## src/rtl/clock_display_pkg.sv

```systemverilog
// Shared constants and types for the clock display multiplexer: segment
// patterns (active-low {g,f,e,d,c,b,a}), ASCII codes and the scan state type.
package clock_display_pkg;

   localparam logic [6:0] SEG_0     = 7'h40;
   localparam logic [6:0] SEG_1     = 7'h79;
   localparam logic [6:0] SEG_2     = 7'h24;
   localparam logic [6:0] SEG_3     = 7'h30;
   localparam logic [6:0] SEG_4     = 7'h19;
   localparam logic [6:0] SEG_5     = 7'h12;
   localparam logic [6:0] SEG_6     = 7'h02;
   localparam logic [6:0] SEG_7     = 7'h78;
   localparam logic [6:0] SEG_8     = 7'h00;
   localparam logic [6:0] SEG_9     = 7'h10;
   localparam logic [6:0] SEG_BLANK = 7'h7F;
   localparam logic [6:0] SEG_DASH  = 7'h3F;

   localparam logic [7:0] ASCII_0     = 8'h30;
   localparam logic [7:0] ASCII_SPACE = 8'h20;

   typedef enum logic {
      BLANK = 1'b0,
      DRIVE = 1'b1
   } scan_state_t;

   // Active-low one-hot anode enable for a slot index.
   function automatic logic [3:0] slot_anode(input logic [1:0] slot);
      return ~(4'b0001 << slot);
   endfunction

endpackage

```

## src/rtl/clock_display_mux_ascii_to_seg.sv

```systemverilog
// Combinational ASCII digit to active-low 7-segment decoder; space blanks the
// digit, anything outside '0'..'9' and space shows a dash.
module ascii_to_seg
   import clock_display_pkg::*;
(
   input  logic [7:0] i_ascii,
   output logic [6:0] o_seg
);

   always_comb begin
      o_seg = SEG_DASH;
      case (i_ascii)
         ASCII_0 + 8'd0: o_seg = SEG_0;
         ASCII_0 + 8'd1: o_seg = SEG_1;
         ASCII_0 + 8'd2: o_seg = SEG_2;
         ASCII_0 + 8'd3: o_seg = SEG_3;
         ASCII_0 + 8'd4: o_seg = SEG_4;
         ASCII_0 + 8'd5: o_seg = SEG_5;
         ASCII_0 + 8'd6: o_seg = SEG_6;
         ASCII_0 + 8'd7: o_seg = SEG_7;
         ASCII_0 + 8'd8: o_seg = SEG_8;
         ASCII_0 + 8'd9: o_seg = SEG_9;
         ASCII_SPACE:    o_seg = SEG_BLANK;
         default:        o_seg = SEG_DASH;
      endcase
   end

endmodule

```

## src/rtl/clock_display_mux.sv

```systemverilog
// Time-multiplexed 4-digit common-anode display driver with per-scan digit
// snapshot and blanking gaps. Macro CLOCK_DISPLAY_ALARM_BLINK_EN selects alarm blink.
//
// state | meaning
// BLANK | all anodes off for BLANK_CYC cycles; slot 3 BLANK captures the digits
// DRIVE | anode of r_slot on for REFRESH_DIV-BLANK_CYC cycles, then next slot
module clock_display_mux
   import clock_display_pkg::*;
#(
   parameter int REFRESH_DIV = 1024,
   parameter int BLANK_CYC   = 16,
   parameter int BLINK_DIV   = 2**20
) (
   input  logic       clk,
   input  logic       reset_n,
   input  logic [7:0] ms_hour,
   input  logic [7:0] ls_hour,
   input  logic [7:0] ms_minute,
   input  logic [7:0] ls_minute,
   input  logic       alarm_sound,
   output logic [3:0] an,
   output logic [6:0] seg,
   output logic       dp
);

   localparam int CNT_W = $clog2(REFRESH_DIV);
   localparam logic [CNT_W-1:0] BLANK_LAST = CNT_W'(BLANK_CYC - 1);
   localparam logic [CNT_W-1:0] DRIVE_LAST = CNT_W'(REFRESH_DIV - BLANK_CYC - 1);

   scan_state_t        r_state;
   scan_state_t        w_state_nxt;
   logic [CNT_W-1:0]   r_cnt;
   logic [CNT_W-1:0]   w_cnt_nxt;
   logic [1:0]         r_slot;
   logic [1:0]         w_slot_nxt;
   logic [3:0][7:0]    r_shadow;
   logic               w_capture;
   logic [7:0]         w_digit;
   logic [6:0]         w_seg_dec;
   logic               w_show;
   logic               w_dp_alarm;
   logic [3:0]         r_an;
   logic [6:0]         r_seg;
   logic               r_dp;
   logic [3:0]         w_an_nxt;
   logic               w_dp_nxt;

   always_ff @(posedge clk or negedge reset_n) begin
      if (!reset_n) begin
         r_state <= BLANK;
         r_cnt   <= '0;
         r_slot  <= 2'd3;
      end else begin
         r_state <= w_state_nxt;
         r_cnt   <= w_cnt_nxt;
         r_slot  <= w_slot_nxt;
      end
   end

   always_comb begin
      w_state_nxt = r_state;
      w_cnt_nxt   = r_cnt + 1'b1;
      w_slot_nxt  = r_slot;
      case (r_state)
         BLANK: begin
            if (r_cnt == BLANK_LAST) begin
               w_state_nxt = DRIVE;
               w_cnt_nxt   = '0;
            end
         end
         DRIVE: begin
            if (r_cnt == DRIVE_LAST) begin
               w_state_nxt = BLANK;
               w_cnt_nxt   = '0;
               w_slot_nxt  = r_slot - 2'd1;
            end
         end
         default: begin
            w_state_nxt = BLANK;
            w_cnt_nxt   = '0;
         end
      endcase
   end

   // First cycle of slot 3 BLANK; out of reset this is the very first cycle.
   assign w_capture = (r_state == BLANK) && (r_slot == 2'd3) && (r_cnt == '0);

   always_ff @(posedge clk or negedge reset_n) begin
      if (!reset_n) begin
         r_shadow <= {4{ASCII_SPACE}};
      end else if (w_capture) begin
         r_shadow <= {ms_hour, ls_hour, ms_minute, ls_minute};
      end
   end

   assign w_digit = r_shadow[r_slot];

   ascii_to_seg u_ascii_to_seg (
      .i_ascii (w_digit),
      .o_seg   (w_seg_dec)
   );

`ifdef CLOCK_DISPLAY_ALARM_BLINK_EN
   localparam int BLINK_W = $clog2(BLINK_DIV + 1);
   localparam logic [BLINK_W-1:0] BLINK_LAST = BLINK_W'(BLINK_DIV - 1);

   logic [BLINK_W-1:0] r_blink_cnt;
   logic [BLINK_W-1:0] w_blink_cnt_nxt;
   logic               r_blink_on;
   logic               w_blink_on_nxt;

   always_comb begin
      w_blink_cnt_nxt = '0;
      w_blink_on_nxt  = 1'b1;
      if (alarm_sound) begin
         if (r_blink_cnt == BLINK_LAST) begin
            w_blink_cnt_nxt = '0;
            w_blink_on_nxt  = ~r_blink_on;
         end else begin
            w_blink_cnt_nxt = r_blink_cnt + 1'b1;
            w_blink_on_nxt  = r_blink_on;
         end
      end
   end

   always_ff @(posedge clk or negedge reset_n) begin
      if (!reset_n) begin
         r_blink_cnt <= '0;
         r_blink_on  <= 1'b1;
      end else begin
         r_blink_cnt <= w_blink_cnt_nxt;
         r_blink_on  <= w_blink_on_nxt;
      end
   end

   // Gate with the next phase so the outputs follow the phase without lag.
   assign w_show     = w_blink_on_nxt;
   assign w_dp_alarm = 1'b0;
`else
   localparam int unused_blink_div = BLINK_DIV;

   assign w_show     = 1'b1;
   assign w_dp_alarm = alarm_sound;
`endif

   always_comb begin
      w_an_nxt = 4'hF;
      w_dp_nxt = 1'b1;
      if ((r_state == DRIVE) && w_show) begin
         w_an_nxt = slot_anode(r_slot);
         w_dp_nxt = ~((r_slot == 2'd2) | w_dp_alarm);
      end
   end

   always_ff @(posedge clk or negedge reset_n) begin
      if (!reset_n) begin
         r_an  <= 4'hF;
         r_seg <= SEG_BLANK;
         r_dp  <= 1'b1;
      end else begin
         r_an  <= w_an_nxt;
         r_seg <= w_seg_dec;
         r_dp  <= w_dp_nxt;
      end
   end

   assign an  = r_an;
   assign seg = r_seg;
   assign dp  = r_dp;

endmodule
```

## config.mk

```make
export PLATFORM = sky130hd
export DESIGN_NAME = clock_display_mux
export DESIGN_NICKNAME = d
export VERILOG_FILES = /design/src/rtl/clock_display_pkg.sv /design/src/rtl/clock_display_mux_ascii_to_seg.sv /design/src/rtl/clock_display_mux.sv
export SDC_FILE = /design/constraint.sdc
export NUM_CORES = 1
export LEC_CHECK = 0
export CAP_MARGIN = 30
export CORE_MARGIN = 2
export CORE_UTILIZATION = 30
export DETAILED_ROUTE_END_ITERATION = 16
export GPL_TIMING_DRIVEN = 0
export PLACE_DENSITY_LB_ADDON = 0.15
export SYNTH_ARGS = -nofsm -noshare
export SYNTH_HDL_FRONTEND = slang
export SYNTH_SLANG_ARGS = --single-unit
```

## constraint.sdc

```tcl
create_clock -name clk -period 2.5 [get_ports clk]
set_clock_uncertainty 0.05 [all_clocks]
set_input_delay 0.5 -clock clk [delete_from_list [all_inputs] [get_ports clk]]
set_output_delay 0.5 -clock clk [all_outputs]
set_load 0.005 [all_outputs]
```

==> results of run 1 <==
==> worst min-delay path by stage <==
stage               slack [ns]  cells after the start         start            to
finish                    0.14                      1       reset_n      r_cnt[5]
global route              0.18                      1       reset_n      r_cnt[5]
CTS                       0.15                      1       reset_n      r_cnt[5]
detailed placement        0.44                      1  r_shadow[20]  r_shadow[20]
global placement          0.44                      1  r_shadow[25]  r_shadow[25]
floorplan                 0.15                      0       reset_n      r_cnt[0]
==> through the flow <==
stage | hold slack, ns | total power [W] | setup TNS [ns]
global route | 0.180 | 0.00228 | 0
global placement | 0.437 | 0.00114 | -44.29
detailed placement | 0.440 | 0.00115 | 0
CTS | 0.154 | 0.00222 | 0
finish | 0.137 | 0.00219 | 0
floorplan | 0.154 | 0.00105 | 0
==> layout make-up <==
cell class,instances,area (µm²),share of cell area
tap,111,139,0.0384
timing repair buffer,47,475,0.131
clock inverter,5,103,0.0284
inverter,5,18.8,0.00519
clock buffer,11,141,0.0391
buffer,10,70.1,0.0194
sequential,57,1450,0.400
multi-input combinational,128,1220,0.338
==> power by group through the flow <==
stage | sequential [W] | combinational (W) | clock, W
after floorplan | 0.000983 | 0.0000690 | 0
after detailed placement | 0.000988 | 0.000161 | 0
after CTS | 0.000972 | 0.000163 | 0.00108
after global placement | 0.000987 | 0.000158 | 0
final | 0.000972 | 0.000159 | 0.00105
after global routing | 0.000975 | 0.000175 | 0.00113
==> synth_stat cells (3+ instances only) <==
library cell,number,area share
mux2_4,30,0.16
xor2_1,6,0.019
nor2_1,15,0.020
dfstp_2,18,0.17
o21ai_0,6,0.011
clkbuf_1,4,0.0054
nor2b_1,6,0.014
nand2_1,11,0.015
ha_1,6,0.027
inv_1,5,0.0068
a21oi_1,4,0.0073
mux4_2,7,0.057
dfrtp_1,39,0.35
xnor2_1,3,0.0095
buf_6,4,0.016
nand4_1,3,0.0068
nand3_1,7,0.013
==> worst reg2reg max path, stage by stage (launching register included) <==
cell     delay, ns
dfstp_2       0.54
buf_2         0.28
mux4_2        0.55
buf_2         0.20
or2_1         0.25
o21ai_0       0.19
and4b_1       0.23
==> routing by layer <==
| layer | part of all wire | wire, µm | global-route usage | vias to the layer above |
|---|---|---|---|---|
| met2 | 0.45 | 2460 | 0.176 | 35 |
| met4 | 0.016 | 89 | 0.0537 | 0 |
| met1 | 0.49 | 2660 | 0.161 | 796 |
| met3 | 0.044 | 242 | 0.0369 | 7 |
| li1 | - | - | - | 817 |
| met5 | 0 | 0 | 0 | - |
==> sequential cells by signal, summed over array words and instances (netlist names) <==
register,cells
dp,1
seg,7
an,4
r_slot,2
r_state,1
r_shadow,32
r_cnt,10
==> cell families after synthesis <==
family / count (synthesis) / share of synthesized area
buffers and inverters: 15 / 0.0322
AOI/OAI and AO/OA: 14 / 0.0313
and+or+nand+nor: 59 / 0.124
adders and majority gates: 6 / 0.0272
xor gates and xnor gates: 9 / 0.0286
DFF: 57 / 0.525
muxes: 40 / 0.232
==> key figures, run 1 <==
Status
  – Status: completed

CTS
  – Post-cts sizing count: 0
  – Clock tree sinks: 57
  – Clk pin slew, worst setup/hold paths: around 0.070 ns
  – CTS Hold Bufs: 0
  – TritonCTS clock tree: built
  – Clk_lat worst skew: 0.33 ns
  – Postcts setup bufs: 0
  – Clock root cell: clkbuf_8
  – Maximum buffer depth of the clock tree: 2
  – Clock buffer count from CTS: 9
  – CTS H-tree lvls: 3

Route
  – Final WL: 5450 µm
  – Wire per inst: 14.6 µm
  – Antenna Nets Post-Route: 0
  – Avg Vias per Cell: approximately 4.4
  – Vias: about 1700
  – First-pass DRT Iterations: 4
  – Initial drt markers: 36
  – # DRC: 0

Floorplanning
  – Core box area: a little over 9000 µm²
  – Die Area: 9980 µm²
  – Starting Density: 0.304
  – Row count: 35
  – Die width: 99.9 µm
  – Top Ports: 47
  – Die Ht: 99.9 µm

Worst setup path
  – CP Capture Type: register
  – Reg2reg path depth: 6
  – Top cell by count, worst path: buf_2
  – Worst Path Class, Setup: reg2reg
  – Reg-to-Reg Start: r_slot[0]
  – WP data required: ~2.7 ns
  – Family with the most delay on the worst path: flip-flops
  – Flop2flop setup slack: roughly 0.16 ns
  – Beginning of the critical path: r_slot[0]
  – Critical Path Start Type: register
  – CP Data Arrival Time: between 2 and 3 ns
  – Worst r2r dst: seg[6]
  – Worst path max stage delay: 0.54 ns
  – CP cell instances: buf_2 -> mux4_2 -> buf_2 -> or2_1 -> o21ai_0 -> and4b_1
  – Crit path max fanout: 10
  – Crit path depth: 6
  – Slowest-stage cell, CP: dfstp_2
  – Critical Path Sink: seg[6]
  – WP buf/inv: 2

Power
  – Peak VDD IR: 0.236 mV
  – Combinational Power Share: 0.073
  – Clock power frac: 0.482
  – Switching pwr: 0.000437 W
  – Internal: roughly 0.0017 W
  – Leak pwr: roughly 1.6 nW
  – Power density of the placed cells: roughly 600 nW/µm²
  – Sequential Power Share: 0.445
  – Switching share of total power: 0.200

STA
  – Final Setup Violations: 0
  – Fin. max-slew vios: 0
  – Slew @ Worst Pin: 0.654 ns
  – Final setup margin: 0.156 ns
  – Minimum clock period: about 2.3 ns
  – Fin crit share: 0.938
  – Unrepaired setup endpoints after global routing: false
  – F_max: roughly 430 MHz
  – Final Hold Fails: 0
  – Worst slew margin: 0.564

Placement
  – I/O Buffers: 46
  – Worst slack at placement: 0.182 ns
  – Placement Cell Area: 3370 µm²
  – Gpl congestion: 0.743
  – Inst Count DP: roughly 360
  – Detailed placement HPWL: between 3000 and 4000 µm

Final layout
  – Antenna cells: 0
  – Final nets: 299
  – Ratio of cells with drive above 1 in the final layout: 0.323
  – P&R area growth vs syn: 31.1%
  – Commonest non-fill, non-tap cell in the layout: clkdlybuf4s50_1
  – Post-Route Utilization: 0.399
  – Post-route insts no fill: between 300 and 400
  – # fillers: 866
  – Most frequent cells in the layout: 45 x clkdlybuf4s50_1, 39 x dfrtp_1, 30 x mux2_4, 18 x dfstp_2, 15 x nor2_1
  – Final Instance Area: roughly 3600 µm²

Global routing
  – First-pass GRT wire length: between 8000 and 9000 µm
  – Largest net degree at the start of global routing: 30
  – Initial antenna violation count: 0
  – Number of global-route vias before repair: 1700
  – Overall routing resource usage: 0.119
  – Gr ovfl total: 0

Synth
  – Mean Syn Cell Area: roughly 14 µm²
  – Seq/Total Area, Yosys: 0.525
  – Cell count after synthesis: 200
  – EDFF count, synth: 0
  – Synth Warn #: 0
  – Ys async rst share: 1.00
  – Netlist cell types: 35
  – Cell area after synthesis: 2760 µm²
  – Syn Nets: 241
  – Seq cells post-synth: 57
  – Main synth FF type: dfrtp_1

Flow run
  – Max cap viols: 0

Hold path
  – Worst Hold Class: in2async
Power figures use the tool's default switching activity.
==> run 2, diff against run 1 <==
==> constraint.sdc (replaced) <==
create_clock -name clk -period 2.05 [get_ports clk]
set_clock_uncertainty 0.05 [all_clocks]
set_input_delay 0.41 -clock clk [delete_from_list [all_inputs] [get_ports clk]]
set_output_delay 0.41 -clock clk [all_outputs]
set_load 0.005 [all_outputs]
==> key figures, run 2 (synthesis gave the netlist of run 1 again) <==
Status
  – Status: finished, violations left
  – Violated checks: negative setup slack

STA
  – Fin. max-slew vios: 0 (unchanged)
  – Unrepaired setup endpoints after global routing: true
  – Final Hold Fails: 0 (unchanged)
  – Fin crit share: 1.02 (+0.0826)
  – Minimum clock period: 2.09 ns (-0.253 ns)
  – Hold slack final: 0.0712 ns (-0.0657 ns)
  – Worst slew margin: 0.555 (-0.00976)
  – Final Setup Violations: 26 (+26)
  – Final setup margin: -0.0414 ns (-0.197 ns)
  – F_max: 478 MHz (+12%)
  – Slew @ Worst Pin: 0.668 ns (+0.0146 ns)

Final layout
  – Top reg by flops: r_shadow
  – P&R area growth vs syn: 31.1% (unchanged)
  – Most frequent cells in the layout: 45 x clkdlybuf4s50_1, 39 x dfrtp_1, 30 x mux2_4, 18 x dfstp_2, 13 x nor2_1
  – FF/Latch Area: 1450 µm² (unchanged)
  – Commonest non-fill, non-tap cell in the layout: clkdlybuf4s50_1
  – Antenna cells: 0 (unchanged)
  – Area occupied by multi-input gates: 1230 µm² (+0.61%)
  – # fillers: 853 (-1.5%)
  – Ratio of cells with drive above 1 in the final layout: 0.354 (+0.0313)
  – Post-route insts no fill: 379 (+1.3%)
  – Max reg flops: 32 (unchanged)
  – Post-Route Utilization: 0.399 (unchanged)
  – Final Instance Area: 3620 µm² (unchanged)
  – Final nets: 304 (+1.7%)

Power
  – Peak VDD IR: 0.226 mV (-4.3%)
  – Leak pwr: 1.61 nW (+0.53%)
  – Power density of the placed cells: 631 nW/µm² (+4.4%)

Route
  – Wire per inst: 14.7 µm (+0.60%)
  – Avg Vias per Cell: 4.53 (+2.3%)
  – Antenna Nets Post-Route: 0 (unchanged)
  – # DRC: 0 (unchanged)
  – Initial drt markers: 44 (+22%)
  – Vias: 1716 (+3.7%)
  – First-pass DRT Iterations: 4 (unchanged)
  – Final WL: 5560 µm (+1.9%)

Global routing
  – Overall routing resource usage: 0.119 (about the same)
  – Largest net degree at the start of global routing: 30 (unchanged)
  – First-pass GRT wire length: 8960 µm (+0.47%)
  – Initial antenna violation count: 0 (unchanged)
  – Number of global-route vias before repair: 1773 (+4.3%)
  – Gr ovfl total: 0 (unchanged)

Placement
  – Gpl congestion: 0.726 (-2.2%)
  – I/O Buffers: 46 (unchanged)
  – Inst Count DP: 358 (unchanged)
  – Detailed placement HPWL: 3880 µm (+2.4%)
  – Placement Cell Area: 3380 µm² (about the same)
  – Worst slack at placement: -0.252 ns (-0.435 ns)

Floorplanning
  – Die Area: 9980 µm² (unchanged)
  – Core box area: 9060 µm² (unchanged)
  – Top Ports: 47 (unchanged)
  – Row count: 35 (unchanged)
  – Die width: 99.9 µm (unchanged)
  – Die Ht: 99.9 µm (unchanged)
  – Starting Density: 0.304 (unchanged)

CTS
  – Clock tree sinks: 57 (unchanged)
  – TritonCTS clock tree: built
  – Clk pin slew, worst setup/hold paths: 0.06 ns (about the same)
  – Clk_lat worst skew: 0.33 ns (about the same)
  – CTS H-tree lvls: 3 (unchanged)
  – Maximum buffer depth of the clock tree: 2 (unchanged)
  – Clock root cell: clkbuf_8
  – Clock buffer count from CTS: 9 (unchanged)
  – CTS Hold Bufs: 0 (unchanged)

Worst setup path
  – WP data required: 2.20 ns (-0.52 ns)
  – CP Capture Type: register
  – Worst r2r dst: r_shadow[6]
  – Flop2flop setup slack: -0.04 ns (-0.20 ns)
  – CP Data Arrival Time: 2.25 ns (-0.31 ns)
  – Reg2reg path depth: 6 (unchanged)
  – Critical Path Start Type: register
  – Crit path max fanout: 10 (unchanged)
  – Critical Path Sink: r_shadow[6]
  – Beginning of the critical path: r_cnt[4]
  – Worst Path Class, Setup: reg2reg
  – Reg-to-Reg Start: r_cnt[4]

Hold path
  – Worst Hold Class: in2async

Flow run
  – Max cap viols: 0 (unchanged)
==> run 2: cell count changes in the layout (fill, tap and decap cells not counted), sizes merged <==
| cell | delta |
|---|---|
| bufinv | -3 |
| clkinvlp | -1 |
| clkbuf | -1 |
| clkinv | +3 |
| buf | +7 |
==> run 2: metrics by stage <==
step / TNS, ns / power [W]
detailed placement: -2.51 / 0.00140
CTS: -1.29 / 0.00232
finish: -0.595 / 0.00228
global route: -2.87 / 0.00239
global placement: -68.84 / 0.00140
floorplan: 0 / 0.00128
==> run 2: what timing repair did <==
item	CTS	global route
setup buffers	3	5
resized for setup	5	4
pin swaps	2	5
setup endpoints to repair	39	43
==> run 2: worst max-delay path, cell delays in order (launching register included) <==
cell and delay (ns):
dfrtp_1 0.38, buf_6 0.13, or4_4 0.55, nor3_4 0.19
nand4_4 0.16, buf_8 0.20, mux2_4 0.30
==> run 2: worst min-delay path by stage <==
| stage | from | depth (start not counted) | slack [ns] | end |
|---|---|---|---|---|
| finish | reset_n | 1 | 0.07 | r_shadow[31] |
| global route | reset_n | 1 | 0.11 | r_shadow[31] |
| CTS | reset_n | 1 | 0.08 | r_cnt[8] |
| detailed placement | reset_n | 1 | 0.44 | r_shadow[7] |
| global placement | r_shadow[10] | 1 | 0.44 | r_shadow[10] |
| floorplan | reset_n | 0 | 0.06 | r_cnt[0] |
==> run 2: where the power goes <==
group	total, W	switching [W]	internal [W]
sequential	0.00119	0.0000183	0.00117
clock	0.000900	0.000436	0.000464
combinational	0.000197	0.0000679	0.000129
==> run 2: final cells by class <==
class / instances / area share
sequential: 57 / 0.400
multi-input combinational: 128 / 0.340
timing repair buffer: 55 / 0.148
clock buffer: 12 / 0.0401
tap: 111 / 0.0384
buffer: 7 / 0.0225
clock inverter: 4 / 0.00553
inverter: 5 / 0.00519
==> run 2: layer usage <==
| metal | part of all wire | GRT usage | vias to the layer above |
|---|---|---|---|
| met2 | 0.47 | 0.186 | 33 |
| li1 | - | - | 826 |
| met3 | 0.052 | 0.0404 | 6 |
| met1 | 0.46 | 0.152 | 851 |
| met4 | 0.013 | 0.0506 | 0 |
| met5 | 0 | 0 | - |
==> run 3, diff against run 2 <==
--- a/config.mk
+++ b/config.mk
@@ -11,6 +11,7 @@
 export DETAILED_ROUTE_END_ITERATION = 16
 export GPL_TIMING_DRIVEN = 0
 export PLACE_DENSITY_LB_ADDON = 0.15
+export SLEW_MARGIN = 10
 export SYNTH_ARGS = -nofsm -noshare
 export SYNTH_HDL_FRONTEND = slang
 export SYNTH_SLANG_ARGS = --single-unit
==> key figures, run 3 (synthesis gave the netlist of run 1 again) <==
Final layout
  – Max reg flops: 32 (unchanged)
  – # fillers: 863 (+1.2%)
  – Ratio of cells with drive above 1 in the final layout: 0.343 (-0.0111)
  – Final nets: 301 (-0.99%)
  – Most frequent cells in the layout: 45 x clkdlybuf4s50_1, 39 x dfrtp_1, 30 x mux2_4, 18 x dfstp_2, 14 x nor2_1
  – Final Instance Area: 3590 µm² (-0.66%)
  – Area occupied by multi-input gates: 1230 µm² (-0.20%)
  – Post-route insts no fill: 376 (-0.79%)
  – Antenna cells: 0 (unchanged)
  – Commonest non-fill, non-tap cell in the layout: clkdlybuf4s50_1
  – Top reg by flops: r_shadow
  – P&R area growth vs syn: 30.2%
  – FF/Latch Area: 1450 µm² (unchanged)

STA
  – Worst slew margin: 0.530 (-0.0243)
  – Fin crit share: 1.02 (-0.00268)
  – Slew @ Worst Pin: 0.705 ns (+0.0365 ns)
  – Final Hold Fails: 0 (unchanged)
  – Unrepaired setup endpoints after global routing: true
  – Final setup margin: -0.0359 ns (+0.00549 ns)
  – Final Setup Violations: 26 (unchanged)
  – Fin. max-slew vios: 0 (unchanged)
  – F_max: 479 MHz (+0.26%)
  – Setup TNS: -0.580 ns (+0.0148 ns)
  – Minimum clock period: 2.09 ns (-0.00549 ns)

Global routing
  – Number of global-route vias before repair: 1735 (-2.1%)
  – Largest net degree at the start of global routing: 58 (+93%)
  – Overall routing resource usage: 0.120 (+0.000201)
  – Initial antenna violation count: 0 (unchanged)
  – First-pass GRT wire length: 8780 µm (-1.9%)
  – Gr ovfl total: 0 (unchanged)

Placement
  – Placement Cell Area: 3360 µm² (-0.52%)
  – Gpl congestion: 0.726 (unchanged)
  – I/O Buffers: 46 (unchanged)
  – Inst Count DP: 357 (-0.28%)
  – Detailed placement HPWL: 3720 µm (-4.0%)

Route
  – Antenna Nets Post-Route: 0 (unchanged)
  – Wire per inst: 14.6 µm (-0.47%)
  – Final WL: 5490 µm (-1.3%)
  – First-pass DRT Iterations: 4 (unchanged)
  – Avg Vias per Cell: 4.55 (+0.39%)
  – Max Used Layer: met4
  – Met3 wire length: 271 µm (-6.9%)
  – Vias: 1709 (-0.41%)
  – DRT met1 WL: 2520 µm (-1.6%)
  – Initial drt markers: 56 (+27%)
  – # DRC: 0 (unchanged)
  – Metal2 WL: 2580 µm (-1.8%)

CTS
  – Clock buffer count from CTS: 9 (unchanged)
  – CTS Hold Bufs: 0 (unchanged)
  – Maximum buffer depth of the clock tree: 2 (unchanged)
  – Clk_lat worst skew: 0.34 ns (about the same)
  – Clock root cell: clkbuf_8
  – CTS H-tree lvls: 3 (unchanged)
  – Clock tree sinks: 57 (unchanged)
  – Clk pin slew, worst setup/hold paths: 0.07 ns (about the same)
  – TritonCTS clock tree: built

Power
  – Leak pwr: 1.59 nW (-0.92%)
  – Power density of the placed cells: 642 nW/µm² (+1.9%)
  – Peak VDD IR: 0.234 mV (+3.6%)

Worst setup path
  – Slowest-stage cell, CP: or4_4
  – CP Data Arrival Time: 2.25 ns (about the same)
  – Flop2flop setup slack: -0.04 ns (about the same)
  – CP cell instances: buf_6 -> or4_4 -> nor3_4 -> nand4_4 -> buf_8 -> mux2_4
  – Family with the most delay on the worst path: simple AND/OR/NAND/NOR gates
  – WP data required: 2.22 ns (+0.02 ns)
  – WP buf/inv: 2 (unchanged)
  – CP Capture Type: register
  – Critical Path Start Type: register
  – Worst path max stage delay: 0.55 ns (about the same)
  – Crit path max fanout: 10 (unchanged)
  – Worst Path Class, Setup: reg2reg

Floorplanning
  – Starting Density: 0.304 (unchanged)
  – Die Area: 9980 µm² (unchanged)
  – Row count: 35 (unchanged)
  – Die width: 99.9 µm (unchanged)
  – Core box area: 9060 µm² (unchanged)
  – Top Ports: 47 (unchanged)
  – Die Ht: 99.9 µm (unchanged)

Status
  – Violated checks: negative setup slack
  – Status: finished, violations left

Flow run
  – Max cap viols: 0 (unchanged)

Hold path
  – Worst Hold Class: in2async
-- run 3: changes by cell type in the layout (fill, tap and decap cells not counted) --
cell	change
nor2_2	-1
clkbuf_2	-1
o21ai_0	-1
buf_12	-1
nor2_1	+1
clkbuf_8	+1
clkinv_2	-1
buf_2	-1
o21ai_1	+1
-- run 3: metal layers --
| metal | GRT usage | up-vias |
|---|---|---|
| met5 | 0 | - |
| met4 | 0.0537 | 0 |
| met2 | 0.182 | 30 |
| met3 | 0.0446 | 10 |
| li1 | - | 824 |
| met1 | 0.152 | 845 |
-- run 3: power breakdown --
group	switching [W]	leakage, nW	internal [W]	total (W)
registers	0.0000178	0.654	0.00117	0.00119
clock network	0.000432	0.0932	0.000499	0.000931
logic	0.0000672	0.847	0.000126	0.000194
total	0.000517	1.59	0.00179	0.00231
-- run 3: cell type report --
type	instances	share of cell area
buffer	7	0.0233
sequential	57	0.403
multi-input combinational	128	0.341
timing repair buffer	52	0.140
tap	111	0.0386
clock inverter	3	0.00418
clock buffer	13	0.0442
inverter	5	0.00522
-- run 3: path summary, 6_finish.rpt --
path / startpoint / to / cells after the start
setup / recovery: r_cnt[4] / r_shadow[6] / 6
hold / removal: reset_n / r_shadow[3] / 1
setup reg to reg: r_cnt[4] / r_shadow[6] / 6
hold reg to reg: r_cnt[0] / r_cnt[0] / 1
max in group asynchronous: reset_n / r_shadow[14] / 1
min in group clk: r_cnt[0] / r_cnt[0] / 1
-- run 3: worst reg2reg max path: stages (launching register included) --
cell	delay (ns)
dfrtp_1	0.38
buf_6	0.13
or4_4	0.55
nor3_4	0.19
nand4_4	0.16
buf_8	0.20
mux2_4	0.31
-- run 3: metrics by stage --
step	setup slack [ns]	utilization	power [W]	hold WS (ns)
floorplan	0.0252	-	0.00128	0.0644
global placement	-1.39	0.371	0.00140	0.437
detailed placement	-0.236	0.371	0.00140	0.439
CTS	-0.0595	0.393	0.00235	0.104
global route	-0.106	0.397	0.00242	0.116
finish	-0.0359	0.397	0.00231	0.0812
-- run 3: what timing repair did --
item                                    in CTS  in global routing
endpoints found under the setup margin      41                 43
setup buffers                                3                  3
endpoints found under the hold margin        0                  0
pin swaps                                    2                  5
gates resized for setup                      6                  5
